### src/rtl/rx_frame_7o1.sv
// rx_frame_7o1: 7O1 serial receiver and game-state frame parser.
// Characters are 7 data bits sent LSB first, then an odd parity bit and one stop bit.
// Frame layout: STX, HEAD, APPLE, STATE, MODES, LF.
// A good frame updates all field outputs together and raises frame_valid for one cycle.
//
// Character FSM
//   state    | meaning
//   C_IDLE   | line idle, waiting for a synced falling edge
//   C_START  | timing to mid start bit, rejects glitches
//   C_DATA   | sampling 7 data bits at mid-bit
//   C_PARITY | sampling the parity bit
//   C_STOP   | sampling the stop bit, emits char_done
//   C_BREAK  | stop bit was low, waiting for the line to return high
//
// Frame FSM (db_estado code)
//   state          | meaning
//   F_WAIT_STX (0) | hunting for STX
//   F_HEAD     (1) | expecting HEAD
//   F_APPLE    (2) | expecting APPLE
//   F_STATE    (3) | expecting STATE
//   F_MODES    (4) | expecting MODES
//   F_WAIT_LF  (5) | expecting LF, which commits the shadows
module rx_frame_7o1 #(
  parameter int CLOCKS_PER_BIT = 434
) (
  input  logic       clock,
  input  logic       reset,
  input  logic       entrada_serial,
  output logic [5:0] head,
  output logic [5:0] apple,
  output logic [5:0] state,
  output logic       comeu_maca,
  output logic       difficulty_out,
  output logic       mode_out,
  output logic       velocity_out,
  output logic       frame_valid,
  output logic       frame_error,
  output logic       parity_error,
  output logic [3:0] db_estado
);

  localparam int TW = $clog2(CLOCKS_PER_BIT);
  localparam logic [TW-1:0] HALF_LOAD = TW'(CLOCKS_PER_BIT / 2 - 1);
  localparam logic [TW-1:0] FULL_LOAD = TW'(CLOCKS_PER_BIT - 1);
  localparam logic [TW-1:0] ONE       = TW'(1);
  localparam logic [6:0]    CHAR_STX  = 7'h02;
  localparam logic [6:0]    CHAR_LF   = 7'h0A;

  typedef enum logic [2:0] {
    C_IDLE   = 3'd0,
    C_START  = 3'd1,
    C_DATA   = 3'd2,
    C_PARITY = 3'd3,
    C_STOP   = 3'd4,
    C_BREAK  = 3'd5
  } char_state_t;

  typedef enum logic [2:0] {
    F_WAIT_STX = 3'd0,
    F_HEAD     = 3'd1,
    F_APPLE    = 3'd2,
    F_STATE    = 3'd3,
    F_MODES    = 3'd4,
    F_WAIT_LF  = 3'd5
  } frame_state_t;

  logic          sync_q1, sync_q2, sync_q3;
  logic          rx_bit, rx_fall;
  char_state_t   c_state, c_nxt;
  logic [TW-1:0] timer;
  logic          tick;
  logic [2:0]    bit_cnt;
  logic [6:0]    shift_q;
  logic          par_q;
  logic          char_done, char_bad, parity_ok;
  logic [6:0]    char_data;

  frame_state_t  f_state, f_nxt;
  logic          valid_nxt, err_nxt;
  logic          ld_head, ld_apple, ld_state, ld_modes;
  logic [5:0]    sh_head, sh_apple, sh_state;
  logic [3:0]    sh_modes;

  assign rx_bit    = sync_q2;
  assign rx_fall   = sync_q3 & ~sync_q2;
  assign tick      = (timer == '0);
  assign char_data = shift_q;
  assign parity_ok = ^{shift_q, par_q};
  assign db_estado = {1'b0, f_state};

  // Bring the asynchronous line into the clock domain and keep one extra stage for edge detection.
  always_ff @(posedge clock or negedge reset) begin
    if (!reset) begin
      sync_q1 <= 1'b1;
      sync_q2 <= 1'b1;
      sync_q3 <= 1'b1;
    end else begin
      sync_q1 <= entrada_serial;
      sync_q2 <= sync_q1;
      sync_q3 <= sync_q2;
    end
  end

  // Character FSM state register.
  always_ff @(posedge clock or negedge reset) begin
    if (!reset) c_state <= C_IDLE;
    else        c_state <= c_nxt;
  end

  // Character FSM next state; char_done fires in the stop-sample cycle itself.
  always_comb begin
    c_nxt     = c_state;
    char_done = 1'b0;
    char_bad  = 1'b0;
    case (c_state)
      C_IDLE:   if (rx_fall) c_nxt = C_START;
      C_START:  if (tick) c_nxt = rx_bit ? C_IDLE : C_DATA;
      C_DATA:   if (tick && bit_cnt == 3'd6) c_nxt = C_PARITY;
      C_PARITY: if (tick) c_nxt = C_STOP;
      C_STOP: begin
        if (tick) begin
          char_done = 1'b1;
          if (rx_bit) begin
            c_nxt = C_IDLE;
          end else begin
            char_bad = 1'b1;
            c_nxt    = C_BREAK;
          end
        end
      end
      C_BREAK:  if (rx_bit) c_nxt = C_IDLE;
      default:  c_nxt = C_IDLE;
    endcase
  end

  // Bit timer (down-counter, acts on zero), bit counter and data/parity capture.
  always_ff @(posedge clock or negedge reset) begin
    if (!reset) begin
      timer   <= HALF_LOAD;
      bit_cnt <= 3'd0;
      shift_q <= 7'd0;
      par_q   <= 1'b0;
    end else begin
      case (c_state)
        C_IDLE, C_BREAK: begin
          timer   <= HALF_LOAD;
          bit_cnt <= 3'd0;
        end
        C_START: timer <= tick ? FULL_LOAD : timer - ONE;
        C_DATA: begin
          if (tick) begin
            shift_q <= {rx_bit, shift_q[6:1]};
            bit_cnt <= bit_cnt + 3'd1;
            timer   <= FULL_LOAD;
          end else begin
            timer <= timer - ONE;
          end
        end
        C_PARITY: begin
          if (tick) begin
            par_q <= rx_bit;
            timer <= FULL_LOAD;
          end else begin
            timer <= timer - ONE;
          end
        end
        C_STOP:  if (!tick) timer <= timer - ONE;
        default: timer <= HALF_LOAD;
      endcase
    end
  end

  // Frame FSM state register.
  always_ff @(posedge clock or negedge reset) begin
    if (!reset) f_state <= F_WAIT_STX;
    else        f_state <= f_nxt;
  end

  // Frame FSM next state, shadow load enables and pulse requests.
  always_comb begin
    f_nxt     = f_state;
    valid_nxt = 1'b0;
    err_nxt   = 1'b0;
    ld_head   = 1'b0;
    ld_apple  = 1'b0;
    ld_state  = 1'b0;
    ld_modes  = 1'b0;
    if (char_done) begin
      if (char_bad || !parity_ok) begin
        // Corrupt characters are only worth reporting once a frame is open.
        if (f_state != F_WAIT_STX) begin
          err_nxt = 1'b1;
          f_nxt   = F_WAIT_STX;
        end
      end else if (char_data == CHAR_STX) begin
        err_nxt = (f_state != F_WAIT_STX);
        f_nxt   = F_HEAD;
      end else begin
        case (f_state)
          F_HEAD, F_APPLE, F_STATE: begin
            if (char_data[0]) begin
              ld_head  = (f_state == F_HEAD);
              ld_apple = (f_state == F_APPLE);
              ld_state = (f_state == F_STATE);
              f_nxt    = frame_state_t'(f_state + 3'd1);
            end else begin
              err_nxt = 1'b1;
              f_nxt   = F_WAIT_STX;
            end
          end
          F_MODES: begin
            if (char_data[2:0] == 3'b001) begin
              ld_modes = 1'b1;
              f_nxt    = F_WAIT_LF;
            end else begin
              err_nxt = 1'b1;
              f_nxt   = F_WAIT_STX;
            end
          end
          F_WAIT_LF: begin
            valid_nxt = (char_data == CHAR_LF);
            err_nxt   = (char_data != CHAR_LF);
            f_nxt     = F_WAIT_STX;
          end
          default: f_nxt = F_WAIT_STX;
        endcase
      end
    end
  end

  // Shadow fields collect a frame in progress so the outputs only ever change as a whole.
  always_ff @(posedge clock or negedge reset) begin
    if (!reset) begin
      sh_head  <= 6'd0;
      sh_apple <= 6'd0;
      sh_state <= 6'd0;
      sh_modes <= 4'd0;
    end else begin
      if (ld_head)  sh_head  <= char_data[6:1];
      if (ld_apple) sh_apple <= char_data[6:1];
      if (ld_state) sh_state <= char_data[6:1];
      if (ld_modes) sh_modes <= char_data[6:3];
    end
  end

  // Published fields and status pulses.
  always_ff @(posedge clock or negedge reset) begin
    if (!reset) begin
      head           <= 6'd0;
      apple          <= 6'd0;
      state          <= 6'd0;
      comeu_maca     <= 1'b0;
      difficulty_out <= 1'b0;
      mode_out       <= 1'b0;
      velocity_out   <= 1'b0;
      frame_valid    <= 1'b0;
      frame_error    <= 1'b0;
      parity_error   <= 1'b0;
    end else begin
      frame_valid  <= valid_nxt;
      frame_error  <= err_nxt;
      parity_error <= char_done & ~parity_ok;
      if (valid_nxt) begin
        head           <= sh_head;
        apple          <= sh_apple;
        state          <= sh_state;
        comeu_maca     <= sh_modes[3];
        difficulty_out <= sh_modes[2];
        mode_out       <= sh_modes[1];
        velocity_out   <= sh_modes[0];
      end
    end
  end

endmodule
### config.mk
export PLATFORM = sky130hd
export DESIGN_NAME = rx_frame_7o1
export DESIGN_NICKNAME = d
export VERILOG_FILES = /design/src/rtl/rx_frame_7o1.sv
export SDC_FILE = /design/constraint.sdc
export NUM_CORES = 1
export LEC_CHECK = 0
export CORE_MARGIN = 1.5
export CORE_UTILIZATION = 55
export DETAILED_ROUTE_END_ITERATION = 10
export GPL_TIMING_DRIVEN = 0
export PLACE_DENSITY = 0.77
export SLEW_MARGIN = 40
export SYNTH_ARGS = -nofsm -noshare
export SYNTH_HDL_FRONTEND = slang
export SYNTH_SLANG_ARGS = --single-unit
### constraint.sdc
create_clock -name clock -period 4.1 [get_ports clock]
set_input_delay 0.82 -clock clock [delete_from_list [all_inputs] [get_ports clock]]
set_output_delay 0.82 -clock clock [all_outputs]
set_load 0.02 [all_outputs]
==> results of run 1 <==
==> cells by family after synthesis <==
group,count (synthesis),share of synthesized area (%)
AO/OA/AOI/OAI,46,7.77
XOR/XNOR,9,2.90
adder cells (fa/ha/maj),8,2.73
buffers and inverters,28,4.57
flip-flops,76,52.1
multiplexers,56,19.1
other,1,0.102
AND/OR/NAND/NOR,73,10.8
==> final cells by class <==
type,instances,share of cell area [%]
tap,77,2.24
buffer,16,2.85
sequential,76,44.4
clock buffer,11,3.52
multi-input combinational,193,37.0
clock inverter,5,1.37
inverter,12,1.05
timing repair buffer,31,7.64
==> through the flow <==
step | util [%] | cell area [um2] | setup TNS (ns) | power [W]
2_1_floorplan | - | 3670 | 0 | 0.000956
3_3_place_gp | 63.7 | 4070 | -24.96 | 0.000994
3_5_place_dp | 64.1 | 4100 | 0 | 0.00101
4_1_cts | 67.4 | 4310 | 0 | 0.00160
5_1_grt | 67.4 | 4310 | 0 | 0.00166
6_report | 67.4 | 4310 | 0 | 0.00159
==> per-layer routing <==
layer,track usage [%],vias to the layer above,wire length (um)
met5,0,-,0
met4,7.18,0,99
met3,4.92,11,306
met2,31.2,67,3080
met1,26.1,1164,2940
li1,-,1140,-
==> placed cells by master, fill, tap and decap left out, types with 3 or more instances in the layout <==
cell type and n:
nand2_1 22, mux2i_1 4, inv_1 12, buf_6 4
clkbuf_1 6, mux2_2 30, nor2_1 14, nand4_1 4
clkdlybuf4s50_1 29, a21oi_1 11, o21ai_0 17, a211oi_1 3
clkbuf_8 11, dfrtp_1 69, mux2_4 20, dfstp_2 7
nor3_1 6, ha_1 8, nand3_1 7, xnor2_1 6
nor4b_1 3
==> critical path, delay by kind of cell, from the launching register on <==
| family | cells | cell delay [ns] |
|---|---|---|
| AND/OR/NAND/NOR | 4 | 1.43 |
| flip-flops | 1 | 0.42 |
| buffers and inverters | 3 | 0.36 |
| multiplexers | 1 | 0.30 |
| adder cells (fa/ha/maj) | 1 | 0.21 |
==> registers in the layout, indices dropped and copies added (netlist names), 3 cells and up <==
register,cells
sh_apple,6
c_state,3
state,6
bit_cnt,3
head,6
sh_state,6
char_data,7
sh_head,6
timer,9
sh_modes,4
f_state,3
apple,6
==> how the worst max path moves through the flow <==
stage	cells after the start	slack, ns	start	end
3_5_place_dp	7	1.26	timer[0]	sh_modes[1]
4_1_cts	7	1.23	timer[0]	sh_modes[1]
2_1_floorplan	9	1.51	timer[0]	apple[0]
5_1_grt	7	1.09	timer[0]	sh_modes[2]
3_3_place_gp	1	-0.37	reset	comeu_maca
6_report	9	1.25	timer[0]	state[2]
==> power by group <==
group	switching [W]	internal, W	total (W)
Combinational	0.0000774	0.0000686	0.000146
Sequential	0.0000484	0.000798	0.000847
Clock	0.000278	0.000315	0.000593
Total	0.000403	0.00118	0.00159
==> metrics, run 1 <==
result of the run=finished, final reports clean; synthesized area=3670 um2; DIE WIDTH=84.7 um; n_diodes=0; Max Freq=351 MHz; GR Overflow Total=0; HP Class=in2async; worst reg2reg path startpoint=timer[0]; critical path class=reg2reg; pre-CTS setup slack=1.26 ns; Post-DP HPWL=4580 um; RR Endpoint=state[2]; largest net degree at the start of global routing=55; CTS tree=built; critical path launch point type=register; Peak VDD IR=0.268 mV; row count=29; critical path's largest stage delay=0.51 ns; CTS Hold Bufs=0; routed vias/inst=5.66; routed len/inst=15.3 um; Synth Net Count=308; largest area contributor in the netlist=dfrtp_1; I/O Pins=32; slowest stage cell, crit path=or4b_4; fin cells=421; DR DRC count=0; Synth Register Bits=76; clock root cell=clkbuf_8; Slew Limit Fails=0; clock sink count=76; Clock Tree Buf Depth=2; area share of the largest cell type after synthesis=47.1%; R2R setup slack=1.25 ns; crit path cell chain=inv_1, ha_1, or4b_4, nor3_2, nand2_1, or4_4, buf_6, buf_12, mux2_4; crit path capture type=register; max-cap violations=0; Reg clk slew, reported paths=0.08 ns; global-route wire length before repair=11000 um; fin crit share=69.6%; final setup violating endpoints=0; layout cells sized above 1=27.0%; Syn-to-layout area delta=17.3%; die area=7170 um2; IO buf count=30; number of synthesis warnings=0; core area=6390 um2; drt first pass iters=4; setup slack after layout=1.25 ns; leak pwr=2.03 nW; CTS Buf Count=9; number of global-route vias before repair=2340; cell with the most instances after synthesis=dfrtp_1; nets=350; WL final=6430 um; Max Clock Skew=0.00657 ns; crit-path max FO=10; postcts setup bufs=0; initial core utilization=57.5%; CP Data Required Time=4.33 ns; Multi-input gate area=1590 um2; post-CTS resize count=0; Avg Inst Size Synth=12.4 um2; Clock Latency Late Sink=0.35 ns; reg2reg path depth=9; Die Span Y=84.7 um; asr flop ratio synth=100%; final hold slack=0.314 ns; GRT Resource Usage Total=19.6%; ys flop type=dfrtp_1; Slew @ Worst Pin=0.767 ns; H-tree Lvls=3; DR iter-0 viols=100; register area share after synthesis=52.1%; Critical Path AT=3.09 ns; post-synth cell types=53; initial antenna violation count=0; GPL Wtd Cong=0.870; Syn Inst Count=297; fin crit period=2.85 ns; unrepaired setup endpoints after global routing=false; post-route antenna net violation count=0; synth top area cells=dfrtp_1 47%, mux2_2 9.2%, mux2_4 8.2%, dfstp_2 5.0%, ha_1 2.7%; Hold Fails Final Rpt=0; FF+latch area=1910 um2; Power Density=368 nW/um2; number of cells after detailed placement=405; Post-synth EDFFs=0; Commonest cells post-synth=69 x dfrtp_1, 30 x mux2_2, 22 x nand2_1, 20 x mux2_4, 17 x o21ai_0; Worst slew margin=48.4%; Fill cells=469; vias=2382
(Power assumes the default switching activity.)
==> run 2: changes to the inputs <==
--- a/config.mk
+++ b/config.mk
@@ -6,10 +6,10 @@
 export NUM_CORES = 1
 export LEC_CHECK = 0
 export CORE_MARGIN = 1.5
-export CORE_UTILIZATION = 55
+export CORE_UTILIZATION = 52
 export DETAILED_ROUTE_END_ITERATION = 10
 export GPL_TIMING_DRIVEN = 0
-export PLACE_DENSITY = 0.77
+export PLACE_DENSITY = 0.76
 export SLEW_MARGIN = 40
 export SYNTH_ARGS = -nofsm -noshare
 export SYNTH_HDL_FRONTEND = slang
==> constraint.sdc (replaced) <==
create_clock -name clock -period 2.5 [get_ports clock]
set_input_delay 0.5 -clock clock [delete_from_list [all_inputs] [get_ports clock]]
set_output_delay 0.5 -clock clock [all_outputs]
set_load 0.02 [all_outputs]
==> metrics, run 2 (synthesis gave the netlist of run 1 again) <==
crit-path max FO=5 (was 10); routed len/inst=16.1 um (was 15.3 um); global-route wire length before repair=11700 um (was 11000 um); Reg clk slew, reported paths=0.09 ns (was 0.08 ns); DIE WIDTH=87.0 um (was 84.7 um); clock root cell=clkbuf_8 (unchanged); Core Util, Final=67.2% (was 67.4%); Clock Latency Late Sink=0.36 ns (was 0.35 ns); core area=6790 um2 (was 6390 um2); post-route antenna net violation count=0 (unchanged); Post-DP HPWL=4630 um (was 4580 um); unrepaired setup endpoints after global routing=true (was false); fin crit period=2.64 ns (was 2.85 ns); max-cap violations=0 (unchanged); R2R setup slack=-0.14 ns (was 1.25 ns); drt first pass iters=4 (unchanged); nets=365 (was 350); critical path launch point type=register (unchanged); Reg with most FFs=timer (unchanged); layout cells sized above 1=35.1% (was 27.0%); Die Span Y=87.0 um (was 84.7 um); Clock Tree Buf Depth=2 (unchanged); Power Density=571 nW/um2 (was 368 nW/um2); final setup violating endpoints=22 (was 0); largest net degree at the start of global routing=52 (was 55); commonest non-fill, non-tap cell in the layout=dfrtp_1 (unchanged); GRT Resource Usage Total=20.2% (was 19.6%); die area=7570 um2 (was 7170 um2); setup slack after layout=-0.135 ns (was 1.25 ns); final hold slack=0.359 ns (was 0.314 ns); routed vias/inst=5.45 (was 5.66); initial core utilization=54.0% (was 57.5%); Largest register FFs=9 (unchanged); result of the run=finished with violations (was finished, final reports clean); commonest cells after routing, fill and taps aside=67 x dfrtp_1, 30 x mux2_2, 29 x clkdlybuf4s50_1 (was 69 x dfrtp_1, 30 x mux2_2, 29 x clkdlybuf4s50_1); fin cells=455 (was 421); initial antenna violation count=0 (unchanged); GR Overflow Total=0 (unchanged); number of cells after detailed placement=424 (was 405); WL final=7330 um (was 6430 um); Peak VDD IR=0.502 mV (was 0.268 mV); H-tree Lvls=3 (unchanged); Slew Limit Fails=0 (unchanged); Fill cells=494 (was 469); leak pwr=2.17 nW (was 2.03 nW); Multi-input gate area=1680 um2 (was 1590 um2); CP Data Required Time=2.75 ns (was 4.33 ns); FF+latch area=1910 um2 (about the same); DR DRC count=0 (unchanged); CTS tree=built (unchanged); IO buf count=30 (unchanged); DR iter-0 viols=105 (was 100); GPL Wtd Cong=0.861 (was 0.870); vias=2482 (was 2382); n_diodes=0 (unchanged); HP Class=reg2reg (was in2async); crit path capture type=register (unchanged); fin crit share=105% (was 69.6%); failing checks=setup timing; Placed Area=4130 um2 (was 4100 um2); Critical Path AT=2.89 ns (was 3.09 ns); final instance area=4560 um2 (was 4310 um2); Worst slew margin=62.0% (was 48.4%); Hold Fails Final Rpt=0 (unchanged); Max Clock Skew=0.0171 ns (was 0.00657 ns); clock sink count=76 (unchanged); Syn-to-layout area delta=24.3% (was 17.3%); Slew @ Worst Pin=0.570 ns (was 0.767 ns); row count=30 (was 29); Max Freq=379 MHz (was 351 MHz); number of global-route vias before repair=2396 (was 2340); I/O Pins=32 (unchanged); pre-CTS setup slack=-0.258 ns (was 1.26 ns); critical path class=reg2reg (unchanged); CTS Buf Count=9 (unchanged)
## run 2: cell types whose count changed in the layout (fill, tap and decap cells not counted), sizes merged
cell | before | now
clkinv | 1 | 2
inv | 13 | 16
clkbuf | 19 | 18
buf | 10 | 23
bufinv | 1 | 0
clkinvlp | 2 | 1
dlygate4sd3 | 0 | 1
## run 2: what timing repair did
item | 4_1_cts | 5_1_grt
hold buffers | 1 | 0
gates resized for setup | 8 | 16
buffers inserted | 12 | 2
pin swaps | 4 | 5
endpoints found under the setup margin | 41 | 53
gates cloned | 1 | 1
endpoints found under the hold margin | 1 | 0
## run 2: layout make-up
cell class	instances	area share (%)
Clock buffer	9	2.71
Tap cell	96	2.63
Buffer	14	2.36
Sequential cell	76	41.9
Timing Repair Buffer	48	11.1
Inverter	12	0.987
Multi-Input combinational cell	193	36.9
Clock inverter	7	1.43
## run 2: metal layers
layer / global-route usage (%) / routed length, um / up-vias / share of wire (%)
met2: 31.9 / 3640 / 62 / 50
met4: 9.97 / 227 / 0 / 3.1
met5: 0 / 0 / - / 0
li1: - / - / 1169 / -
met3: 3.89 / 219 / 19 / 3.0
met1: 26.6 / 3230 / 1232 / 44
## run 2: worst paths after layout
path,endpoint,start,depth (start not counted)
max,state[5],timer[1],8
min,rx_bit,sync_q1,0
max reg2reg,state[5],timer[1],8
min reg2reg,rx_bit,sync_q1,0
max in group asynchronous,char_data[2],reset,3
min in group asynchronous,f_state[1],reset,2
## run 2: report_power, final
group          internal [W]  switching [W]  total (W)
Combinational      0.000164       0.000150   0.000314
Sequential          0.00131      0.0000829    0.00139
Clock              0.000384       0.000518   0.000902
## run 2: per-stage QoR
step,power [W],setup TNS (ns)
after global placement,0.00163,-128.76
after detailed placement,0.00166,-7.61
after CTS,0.00260,-1.47
after global routing,0.00273,-3.90
final,0.00261,-2.63
after floorplan,0.00157,-1.04
## run 2: worst max-delay path, cell delays in order, from the launching register on
cell and delay [ns]:
dfrtp_1 0.40, inv_2 0.05, ha_2 0.17, or4b_4 0.48, nor3_4 0.16, nand2_2 0.08
or4_4 0.68, clkbuf_16 0.21, mux2_4 0.29
==> run 3: changes to the inputs <==
--- a/config.mk
+++ b/config.mk
@@ -5,11 +5,12 @@
 export SDC_FILE = /design/constraint.sdc
 export NUM_CORES = 1
 export LEC_CHECK = 0
-export CORE_MARGIN = 1.5
+export CORE_MARGIN = 2
 export CORE_UTILIZATION = 52
 export DETAILED_ROUTE_END_ITERATION = 10
 export GPL_TIMING_DRIVEN = 0
 export PLACE_DENSITY = 0.76
+export SETUP_SLACK_MARGIN = 0.05
 export SLEW_MARGIN = 40
 export SYNTH_ARGS = -nofsm -noshare
 export SYNTH_HDL_FRONTEND = slang
==> metrics, run 3 (synthesis gave the netlist of run 1 again) <==
crit-path max FO=7 (was 5); final setup violating endpoints=26 (was 22); Clock Tree Buf Depth=2 (unchanged); WL final=7790 um (was 7330 um); post-route antenna net violation count=0 (unchanged); I/O Pins=32 (unchanged); HP Class=reg2reg (unchanged); RR Endpoint=mode_out (was state[5]); Largest register FFs=9 (unchanged); fin crit period=2.61 ns (was 2.64 ns); Multi-input gate area=1790 um2 (was 1680 um2); leak pwr=2.28 nW (was 2.17 nW); unrepaired setup endpoints after global routing=true (unchanged); nets=382 (was 365); Clock Latency Late Sink=0.36 ns (about the same); clock root cell=clkbuf_8 (unchanged); Hold Fails Final Rpt=0 (unchanged); GR peak layer=met2 (unchanged); vias=2561 (was 2482); fin cells=472 (was 455); crit path capture type=register (unchanged); CTS tree=built (unchanged); GR Overflow Total=0 (unchanged); largest net degree at the start of global routing=52 (unchanged); number of cells after detailed placement=424 (unchanged); R2R setup slack=-0.11 ns (was -0.14 ns); Syn-to-layout area delta=31.3% (was 24.3%); commonest cells after routing, fill and taps aside=68 x dfrtp_1, 31 x mux2_4, 29 x clkdlybuf4s50_1 (was 67 x dfrtp_1, 30 x mux2_2, 29 x clkdlybuf4s50_1); critical path launch point type=register (unchanged); DR iter-0 viols=135 (was 105); DR DRC count=0 (unchanged); Post-DP HPWL=4650 um (was 4630 um); number of global-route vias before repair=2598 (was 2396); Power Density=544 nW/um2 (was 571 nW/um2); met3 usage=3.49% (was 3.89%); critical path class=reg2reg (unchanged); n_diodes=0 (unchanged); Fill cells=435 (was 494); max-cap violations=0 (unchanged); GRT Resource Usage Total=21.7% (was 20.2%); Worst setup startpoint=char_data[0] (was timer[1]); Critical Path AT=2.85 ns (was 2.89 ns); CTS Buf Count=9 (unchanged); initial antenna violation count=0 (unchanged); drt first pass iters=5 (was 4); initial core utilization=54.0% (unchanged); DIE WIDTH=88.0 um (was 87.0 um); Reg clk slew, reported paths=0.08 ns (was 0.09 ns); Reg with most FFs=timer (unchanged); FF+latch area=1910 um2 (about the same); reg2reg path depth=8 (unchanged); grt met2 use=37.6% (was 31.9%); core area=6790 um2 (unchanged); Slew @ Worst Pin=0.639 ns (was 0.570 ns); GPL Wtd Cong=0.827 (was 0.861); global-route wire length before repair=12700 um (was 11700 um); commonest non-fill, non-tap cell in the layout=dfrtp_1 (unchanged); Slew Limit Fails=0 (unchanged); Max Freq=383 MHz (was 379 MHz); pre-CTS setup slack=-0.249 ns (was -0.258 ns); CP Data Required Time=2.74 ns (was 2.75 ns); clock sink count=76 (unchanged); Worst slew margin=57.4% (was 62.0%); Peak VDD IR=0.562 mV (was 0.502 mV); die area=7740 um2 (was 7570 um2); Die Span Y=88.0 um (was 87.0 um); Setup crit end=mode_out (was state[5]); IO buf count=30 (unchanged); setup slack after layout=-0.113 ns (was -0.135 ns); routed vias/inst=5.43 (was 5.45); H-tree Lvls=3 (unchanged); Max Clock Skew=0.0142 ns (was 0.0171 ns); row count=30 (unchanged); failing checks=setup timing (unchanged); grt met1 use=26.1% (was 26.6%); worst reg2reg path startpoint=char_data[0] (was timer[1]); result of the run=finished with violations (unchanged); Hold Path Depth=0 (unchanged); routed len/inst=16.5 um (was 16.1 um); layout cells sized above 1=38.8% (was 35.1%); fin crit share=105% (about the same)
-- run 3: metrics by stage --
step / setup TNS (ns) / hold WS, ns / util (%) / power [W] / instance area [um2]
floorplan: -1.04 / 0.204 / - / 0.00157 / 3680
global placement: -129.35 / 0.346 / 60.3 / 0.00163 / 4100
detailed placement: -7.00 / 0.347 / 60.8 / 0.00165 / 4130
CTS: -2.26 / 0.360 / 68.7 / 0.00262 / 4670
global route: -4.15 / 0.362 / 70.9 / 0.00274 / 4820
finish: -2.09 / 0.359 / 70.9 / 0.00262 / 4820
-- run 3: metal layers --
metal,share of wire (%),vias up
met1,43,1282
li1,-,1200
met3,3.5,13
met4,2.5,0
met2,51,66
met5,0,-
-- run 3: where the power goes --
group          switching, W  internal [W]  total [W]
Combinational      0.000158      0.000176   0.000334
Sequential        0.0000823       0.00131    0.00139
Clock              0.000512      0.000384   0.000895
-- run 3: worst max-delay path: stages, from the launching register on --
cell and delay [ns]:
dfrtp_1 0.39, buf_6 0.13, buf_4 0.13, nor4b_2 0.45, nand2_1 0.21, or4_4 0.58, buf_8 0.16, buf_4 0.14
mux2_1 0.30
-- run 3: how the worst min path moves through the flow --
stage,from,to,slack (ns)
floorplan,reset,apple[0],0.20
global placement,sync_q1,rx_bit,0.35
detailed placement,sync_q1,rx_bit,0.35
CTS,sync_q1,rx_bit,0.36
global route,sync_q1,rx_bit,0.36
finish,sync_q1,rx_bit,0.36
-- run 3: area by class of cell --
cell class              count  share of cell area, %
plain buffers              15                   2.75
clock buffers               9                   2.57
clock inverters             7                   1.35
inverters                  12                  0.935
multi-input cells         193                   37.2
flip-flops and latches     76                   39.7
well taps                  96                   2.49
repair buffers             64                   13.0
-- run 3: repair_timing --
| action | 4_1_cts | 5_1_grt |
|---|---|---|
| pin swaps | 7 | 8 |
| hold buffers | 1 | 0 |
| endpoints found under the hold margin | 18 | 0 |
| buffers inserted | 25 | 12 |
| gates resized for setup | 29 | 23 |
| gates cloned | 1 | 0 |
| setup endpoints to repair | 44 | 51 |
